`config.mk`:
```
export PLATFORM = sky130hd
export DESIGN_NAME = prog_ctr_unit
export DESIGN_NICKNAME = d
export VERILOG_FILES = /design/src/rtl/prog_ctr_unit.sv
export SDC_FILE = /design/constraint.sdc
export NUM_CORES = 1
export LEC_CHECK = 0
export ABC_AREA = 1
export BUFFER_PORTS_ARGS = -buffer_cell sky130_fd_sc_hd__buf_2
export CORE_MARGIN = 3
export CORE_UTILIZATION = 60
export CTS_CLUSTER_DIAMETER = 30
export DETAILED_ROUTE_END_ITERATION = 8
export GPL_TIMING_DRIVEN = 0
export PLACE_DENSITY_LB_ADDON = 0.12
export RECOVER_POWER = 100
export SETUP_SLACK_MARGIN = 0.05
export SLEW_MARGIN = 40
export SYNTH_ARGS = -nofsm -noshare
export SYNTH_HDL_FRONTEND = slang
export SYNTH_SLANG_ARGS = --single-unit
```
`constraint.sdc`:
```
create_clock -name Clk -period 4.1 [get_ports Clk]
set_input_delay 0 -clock Clk [delete_from_list [all_inputs] [get_ports Clk]]
set_output_delay 0 -clock Clk [all_outputs]
set_load 0.05 [all_outputs]
```
`src/rtl/prog_ctr_unit.sv`:
```
// Program counter and fetch sequencer: IDLE/RUN/DONE control, relative/absolute
// branching, and a small LIFO return-address stack with sticky error flag.
module prog_ctr_unit #(
    parameter int PW = 10,
    parameter int SD = 4
) (
    input  logic          Clk,
    input  logic          Reset,
    input  logic          Start,
    input  logic [PW-1:0] StartAddr,
    input  logic          Stall,
    input  logic          BranchRel,
    input  logic [7:0]    Offset,
    input  logic          JumpAbs,
    input  logic [PW-1:0] Target,
    input  logic          Call,
    input  logic          Ret,
    input  logic          Halt,
    output logic [PW-1:0] PC,
    output logic          Running,
    output logic          Done,
    output logic          StackErr,
    output logic [1:0]    dbg_state
);

    localparam int SW = $clog2(SD);
    localparam logic [1:0] S_IDLE = 2'd0;
    localparam logic [1:0] S_RUN  = 2'd1;
    localparam logic [1:0] S_DONE = 2'd2;
    localparam logic [SW:0] SP_ONE  = 1;
    localparam logic [SW:0] SP_FULL = SD[SW:0];

    // Control inputs are level requests sampled on each rising edge; there is no
    // back-pressure, so any request seen while the state accepts it takes effect.
    logic [1:0]    state;
    logic [SW:0]   sp;
    logic [SW:0]   sp_dec;
    logic [PW-1:0] stk [SD];
    logic [PW-1:0] pc_inc;
    logic [PW-1:0] off_ext;
    logic          stk_empty;
    logic          stk_full;
    logic          push_en;

    assign pc_inc    = PC + PW'(1);
    assign off_ext   = PW'($signed(Offset));
    assign sp_dec    = sp - SP_ONE;
    assign stk_empty = (sp == '0);
    assign stk_full  = (sp == SP_FULL);
    assign push_en   = (state == S_RUN) && !Halt && !Stall && !Ret && Call && !stk_full;

    assign Running   = (state == S_RUN);
    assign Done      = (state == S_DONE);
    assign dbg_state = state;

    // Entry contents need no reset: validity is carried entirely by sp.
    always_ff @(posedge Clk) begin
        if (push_en) begin
            stk[sp[SW-1:0]] <= pc_inc;
        end
    end

    always_ff @(posedge Clk or posedge Reset) begin
        if (Reset) begin
            state    <= S_IDLE;
            PC       <= '0;
            sp       <= '0;
            StackErr <= 1'b0;
        end else begin
            case (state)
                S_IDLE: begin
                    if (Start) begin
                        state <= S_RUN;
                        PC    <= StartAddr;
                    end
                end
                S_RUN: begin
                    if (Halt) begin
                        state <= S_DONE;
                    end else if (Stall) begin
                        PC <= PC;
                    end else if (Ret) begin
                        if (stk_empty) begin
                            StackErr <= 1'b1;
                            PC       <= pc_inc;
                        end else begin
                            PC <= stk[sp_dec[SW-1:0]];
                            sp <= sp_dec;
                        end
                    end else if (Call) begin
                        PC <= Target;
                        if (stk_full) begin
                            StackErr <= 1'b1;
                        end else begin
                            sp <= sp + SP_ONE;
                        end
                    end else if (JumpAbs) begin
                        PC <= Target;
                    end else if (BranchRel) begin
                        PC <= PC + off_ext;
                    end else begin
                        PC <= pc_inc;
                    end
                end
                S_DONE: begin
                    // Restart drops any leftover return addresses from the last program.
                    if (Start) begin
                        state    <= S_RUN;
                        PC       <= StartAddr;
                        sp       <= '0;
                        StackErr <= 1'b0;
                    end
                end
                default: state <= S_IDLE;
            endcase
        end
    end

endmodule
```
After elaboration in Yosys (flattened, before gate mapping)

Memory sizes are Yosys's and may differ from the RTL's.
Cells that the tools add are included.

$add $sub $neg: 4
Equality and inequality tests: 13
Muxes and demuxes: 30
Reductions and logical operators: 18

Operators with widths:

| cell                    | number |
|---|---|
| $mux W10                | 8 |
| $mux W3                 | 7 |
| $pmux W10 S2            | 1 |
| $reduce_and A7 Y1       | 2 |
| $add A10 B1 Y10 const B | 1 |
| $add A10 B10 Y10        | 1 |
| $mux W1                 | 9 |
| $ne A3 B3 Y1 const B    | 3 |
| $ne A2 B2 Y1 const B    | 4 |
| $ne A3 B2 Y1 const B    | 2 |
| $pmux W3 S2             | 1 |
| $logic_and A1 B1 Y1     | 5 |
| $logic_not A1 Y1        | 4 |
| $mux W2                 | 2 |
| $pmux W2 S2             | 1 |
| $reduce_and A4 Y1       | 1 |
| $reduce_bool A2 Y1      | 2 |
| $add A3 B1 Y3 const B   | 1 |
| $eq A3 B3 Y1 const B    | 1 |
| $logic_not A3 Y1        | 1 |
| $sub A3 B1 Y3 const B   | 1 |
| $eq A2 B1 Y1 const B    | 1 |
| $eq A2 B2 Y1 const B    | 1 |
| $logic_not A2 Y1        | 1 |
| other kinds (4)         | 4 |

Register bits: 16
Bits in writable memories: 40
Bits of input ports: 37
Memories kept: 1

Memory list:

| memory | words | width | read ports | clocked after memory_dff | write ports | RTL line | text |
|---|---|---|---|---|---|---|---|
| stk    | 4     | 10    | 1          | 0                        | 1           | 38       | `logic [PW-1:0] stk [SD];` |

Longest topological paths before layout

Depth after elaboration: 8
Mapped depth: 15
Depth with buffers taken out: 15

Worst setup path before layout

Ideal clock, no wire load.

Path type: reg-to-reg
From: register state[0], in the netlist dbg_state[0]
To: memory stk[1][0], enable pin
Library setup time: 376 ps
Arrival: 2244 ps
Required time: 3724 ps
Slack: 1479 ps
Stages on the path, launching flop included: 6
Buffers on the path: 0
Clock period less this slack: 2621 ps
Cells stage by stage: dfrtp_1 ha_1 inv_2 nor2_1 nand4_1 nor2_1

Word-level cells in the longest chain between the ends: 8

Ends and longest elaborated chain:

| element                          | RTL line | text |
|---|---|---|
| start, declared                  | 35       | `logic [1:0] state;` |
| start signal, assigned           | 65       | `state <= S_IDLE;` |
| start signal, assigned           | 73       | `state <= S_RUN;` |
| start signal, assigned           | 79       | `state <= S_DONE;` |
| $eq A2 B1 Y1                     | n/a      |  |
| via Running                      | 20       | `output logic Running,` |
| $logic_and A1 B1 Y1 (5 in a row) | 50       | `assign push_en = (state == S_RUN) && !Halt && !Stall && !Ret && Call && !stk_full;` |
| $mux W1                          | 58       | `if (push_en) begin` |
| $mux W1 (not written as such)    | 59       | `stk[sp[SW-1:0]] <= pc_inc;` |
| end, declared                    | 38       |  |

The timed path passes the listed nets, and every way through them passes these cells.

Worst setup path after layout

From: register state[0], in the netlist dbg_state[0]
To: register PC[3]

Word-level cells in the longest chain between the ends: 4
Elaborated cells on any way between the ends: 10

Ends and longest elaborated chain:

| element                                                                    | RTL line | text |
|---|---|---|
| $eq A2 B2 Y1 / $logic_not A2 Y1 (equally long branches)                    | 70       | `case (state)` |
| $reduce_or A2 Y1 (no source line)                                          | n/a      |  |
| $ne A2 B1 Y1 (no source line) / $reduce_bool A2 Y1 (equally long branches) | n/a      |  |
| $reduce_and A4 Y1 (no source line)                                         | n/a      |  |
| end signal, assigned                                                       | 74       | `PC <= StartAddr;` |
| end signal, assigned                                                       | 85       | `PC <= pc_inc;` |
| end signal, assigned                                                       | 87       | `PC <= stk[sp_dec[SW-1:0]];` |
| end, declared                                                              | 19       | `output logic [PW-1:0] PC,` |

Several ways; a longest one is shown, not always the timed one.
A chain may end at the register's enable or synchronous reset.

==> impl_results.md <==
- Post-Route WL: 9.18 mm
- Post-synthesis cell type count: 40
- Most common cell on crit path: nor2_1
- Commonest non-fill, non-tap cells in the layout: nand2_1, nor2_1, buf_2, edfxtp_1, inv_1
- Vias per inst: 5.78
- Final period util: around 74%
- Slowest stage delay, CP: 0.88 ns
- CP arrival: 3.26 ns
- Most common cell after layout, fill and taps aside: nand2_1
- CP Capture Type: flop
- Post-CTS resize count: 0
- Routability Congestion: 0.947
- Root Buffer: clkbuf_8
- Mapped Nets: 476
- Via count: 3,199
- R2r setup slk: 1.07 ns
- P&R area growth vs syn: 11.2%
- CTS tree: done
- PortBufs: 50
- Slowest-stage cell, CP: nor3_1
- FF-to-FF Start: dbg_state[0]
- Final-report hold violation count: 0
- Final Setup Violations: 0
- CTS buffer count: 5
- Unrepaired setup endpoints after global routing: false
- H-tree level count: 2
- Setup Skew: about 0.0035 ns
- Hold Crit Start: Start
- CTS max path bufs: 2
- Gr ovfl total: 0
- RR Endpoint: PC[3]
- Post-synth top area share: 34.1%
- Antenna viol nets, final: 0
- Pin count of the biggest net entering global routing: 18
- Normalized max-slew margin: between 20% and 30%
- Setup bufs post-CTS: 0
- Leakage: 1.71 nW
- Crit path kind: reg -> reg
- Post-synth EDFFs: 40
- Avg Inst Size Synth: 8.41 sq um
- Synth area leaders: edfxtp_1, dfrtp_1, nand2_1
- Max-slew violation count: 0
- Slack of the critical path: about 1.1 ns
- Synth warn: 0
- Reg clk slew, reported paths: 0.10 ns
- Residual DRC count: 0
- Final min period: 3.03 ns
- Dpl cells: 541
- Initial antenna violation count: 0
- Starting DRT DRC Count: 189
- Hold Buf Count CTS: 4
- Io pins: 52
- Filler cell count: ~490
- Status: complete, no violations
- Routed length per placed instance: 16.6 um
- Proportion of layout cells with a drive suffix above 1: between 10% and 20%
- Non-filler cells, final: 553
- Asr flop ratio synth: between 20 and 30%
- Crit-path max FO: 10
- Num Clock Sinks: 56
- Reg2Reg Depth: 8
- MaxCap Viol Count: 0
- Vias in the first global route: 3,066
- Worst path required time: roughly 4.3 ns
- DP HPWL: about 6.8 mm
- Synthesized cell area: around 0.0035 sq mm
- Most used DFF post-synth: edfxtp_1
- Mapped Cells: 419
- Worst path cell trace: inv_1 > ha_1 > nor2_1 > nor2_1 > nor3_1 > inv_2 > buf_6 > a22oi_1
- Drt pass-1 iters: 5
- Placed cell areas: slightly below 0.004 sq mm
- Worst slack, placed: 1.57 ns
- Ant. Diodes: 0
- Core Box Area: 0.00561 sq mm
- Hold endpoint: dbg_state[1]
- Total global-route track usage: 28.4%
- Worst skew pair latency: between 0.3 and 0.4 ns
- DIE WIDTH: 82.7 um
- Hold Path Stages: 4
- Least-Margin Pin Slew: 1.06 ns
- TNS Setup: 0 ns
- Die height: roughly 83 um
- Area of the die: 0.00683 sq mm
- CP Launch Type: flop
- Cell Pwr Density: 819 mW/mm^2
- Yosys top cell by area: edfxtp_1
- Yosys reg bits: 56
- # rows: 27
- Layout Nets: 537
- First-pass GRT wire length: 14.3 mm
- Initial Utilization: 62.9%
- Post-synthesis sequential area ratio: 45.4%
- F_max: 0.330 GHz
- VDD IR max: 0.555 mV
- Final Instance Area: 0.00392 sq mm
- Worst hold path class: in -> reg
[registers in the layout, summed over array words and instances (netlist names)]
signal     count
PC            10
StackErr       1
dbg_state      2
sp             3
stk           40
[through the flow]
| stage | util, % | hold WS (ns) | power [W] |
|---|---|---|---|
| floorplan | - | -0.0863 | 0.00242 |
| CTS | 71.4 | 0.0168 | 0.00326 |
| global route | 69.9 | 0.0570 | 0.00345 |
| finish | 69.9 | 0.00702 | 0.00321 |
| detailed placement | 69.1 | 0.162 | 0.00296 |
| global placement | 68.9 | 0.152 | 0.00289 |
[per-layer routing]
layer,routed length (um),track usage (%),vias up
li1,-,-,1556
met1,3820,37.2,1477
met2,4480,48.3,151
met3,726,3.58,15
met4,150,10.1,0
met5,0,0,-
[cell type report]
class                      instances  area, sq um  area share (%)
inverter                          40          155            3.96
timing repair buffer              54          272            6.93
clock inverter                     2         16.3           0.415
clock buffer                       6         72.6            1.85
sequential                        56         1600            40.9
tap                               72         90.1            2.30
buffer                            14         70.1            1.79
multi-input combinational        309         1640            41.9
[logic make-up after synthesis]
logic type      share of synthesized area [%]
fa+ha+maj                                7.31
simple gates                             23.4
buf+inv                                  6.42
flops                                    45.4
compound gates                           15.5
xor+xnor                                 1.99
[worst max-delay path by stage]
stage | start | end | slack, ns | cells after the start
floorplan | dbg_state[0] | stk[1][0] | 1.48 | 5
global placement | sp[0] | stk[3][0] | 1.51 | 7
detailed placement | sp[0] | PC[7] | 1.57 | 11
CTS | sp[0] | PC[7] | 1.55 | 11
global route | dbg_state[0] | PC[3] | 0.84 | 8
finish | dbg_state[0] | PC[3] | 1.07 | 8
[synth_stat cells (2+ instances only)]
cell type   n
nand3b_1    2
xnor2_1     3
clkbuf_1    4
or2_2       2
a31oi_1     6
xor2_1      5
dfrtp_1    16
nor2_1     55
inv_1      34
nand4_1     2
o211ai_1    7
nand3_2     2
buf_2       9
o21ai_2     2
o22ai_1     8
a22oi_1     2
nand3_1    26
a21oi_1    18
o21ai_0    29
nand2_1    87
inv_2       4
ha_1       19
nor2_2      5
edfxtp_1   40
o21ai_1    14
o221ai_1    4
[worst max-delay path: cells and delay by family, from the launching register on]
kind | cells | cell delay (ns)
AO/OA/AOI/OAI | 1 | 0.21
adder cells (fa/ha/maj) | 1 | 0.26
buffers and inverters | 3 | 0.41
flip-flops | 1 | 0.42
AND/OR/NAND/NOR | 3 | 1.65
[report_power, final]
part	total, W	internal, W	leakage (nW)	switching, W
Clock	0.000306	0.000122	0.0414	0.000184
Combinational	0.00200	0.000608	1.12	0.00140
Sequential	0.000900	0.000776	0.550	0.000124
(Power assumes the default switching activity.)
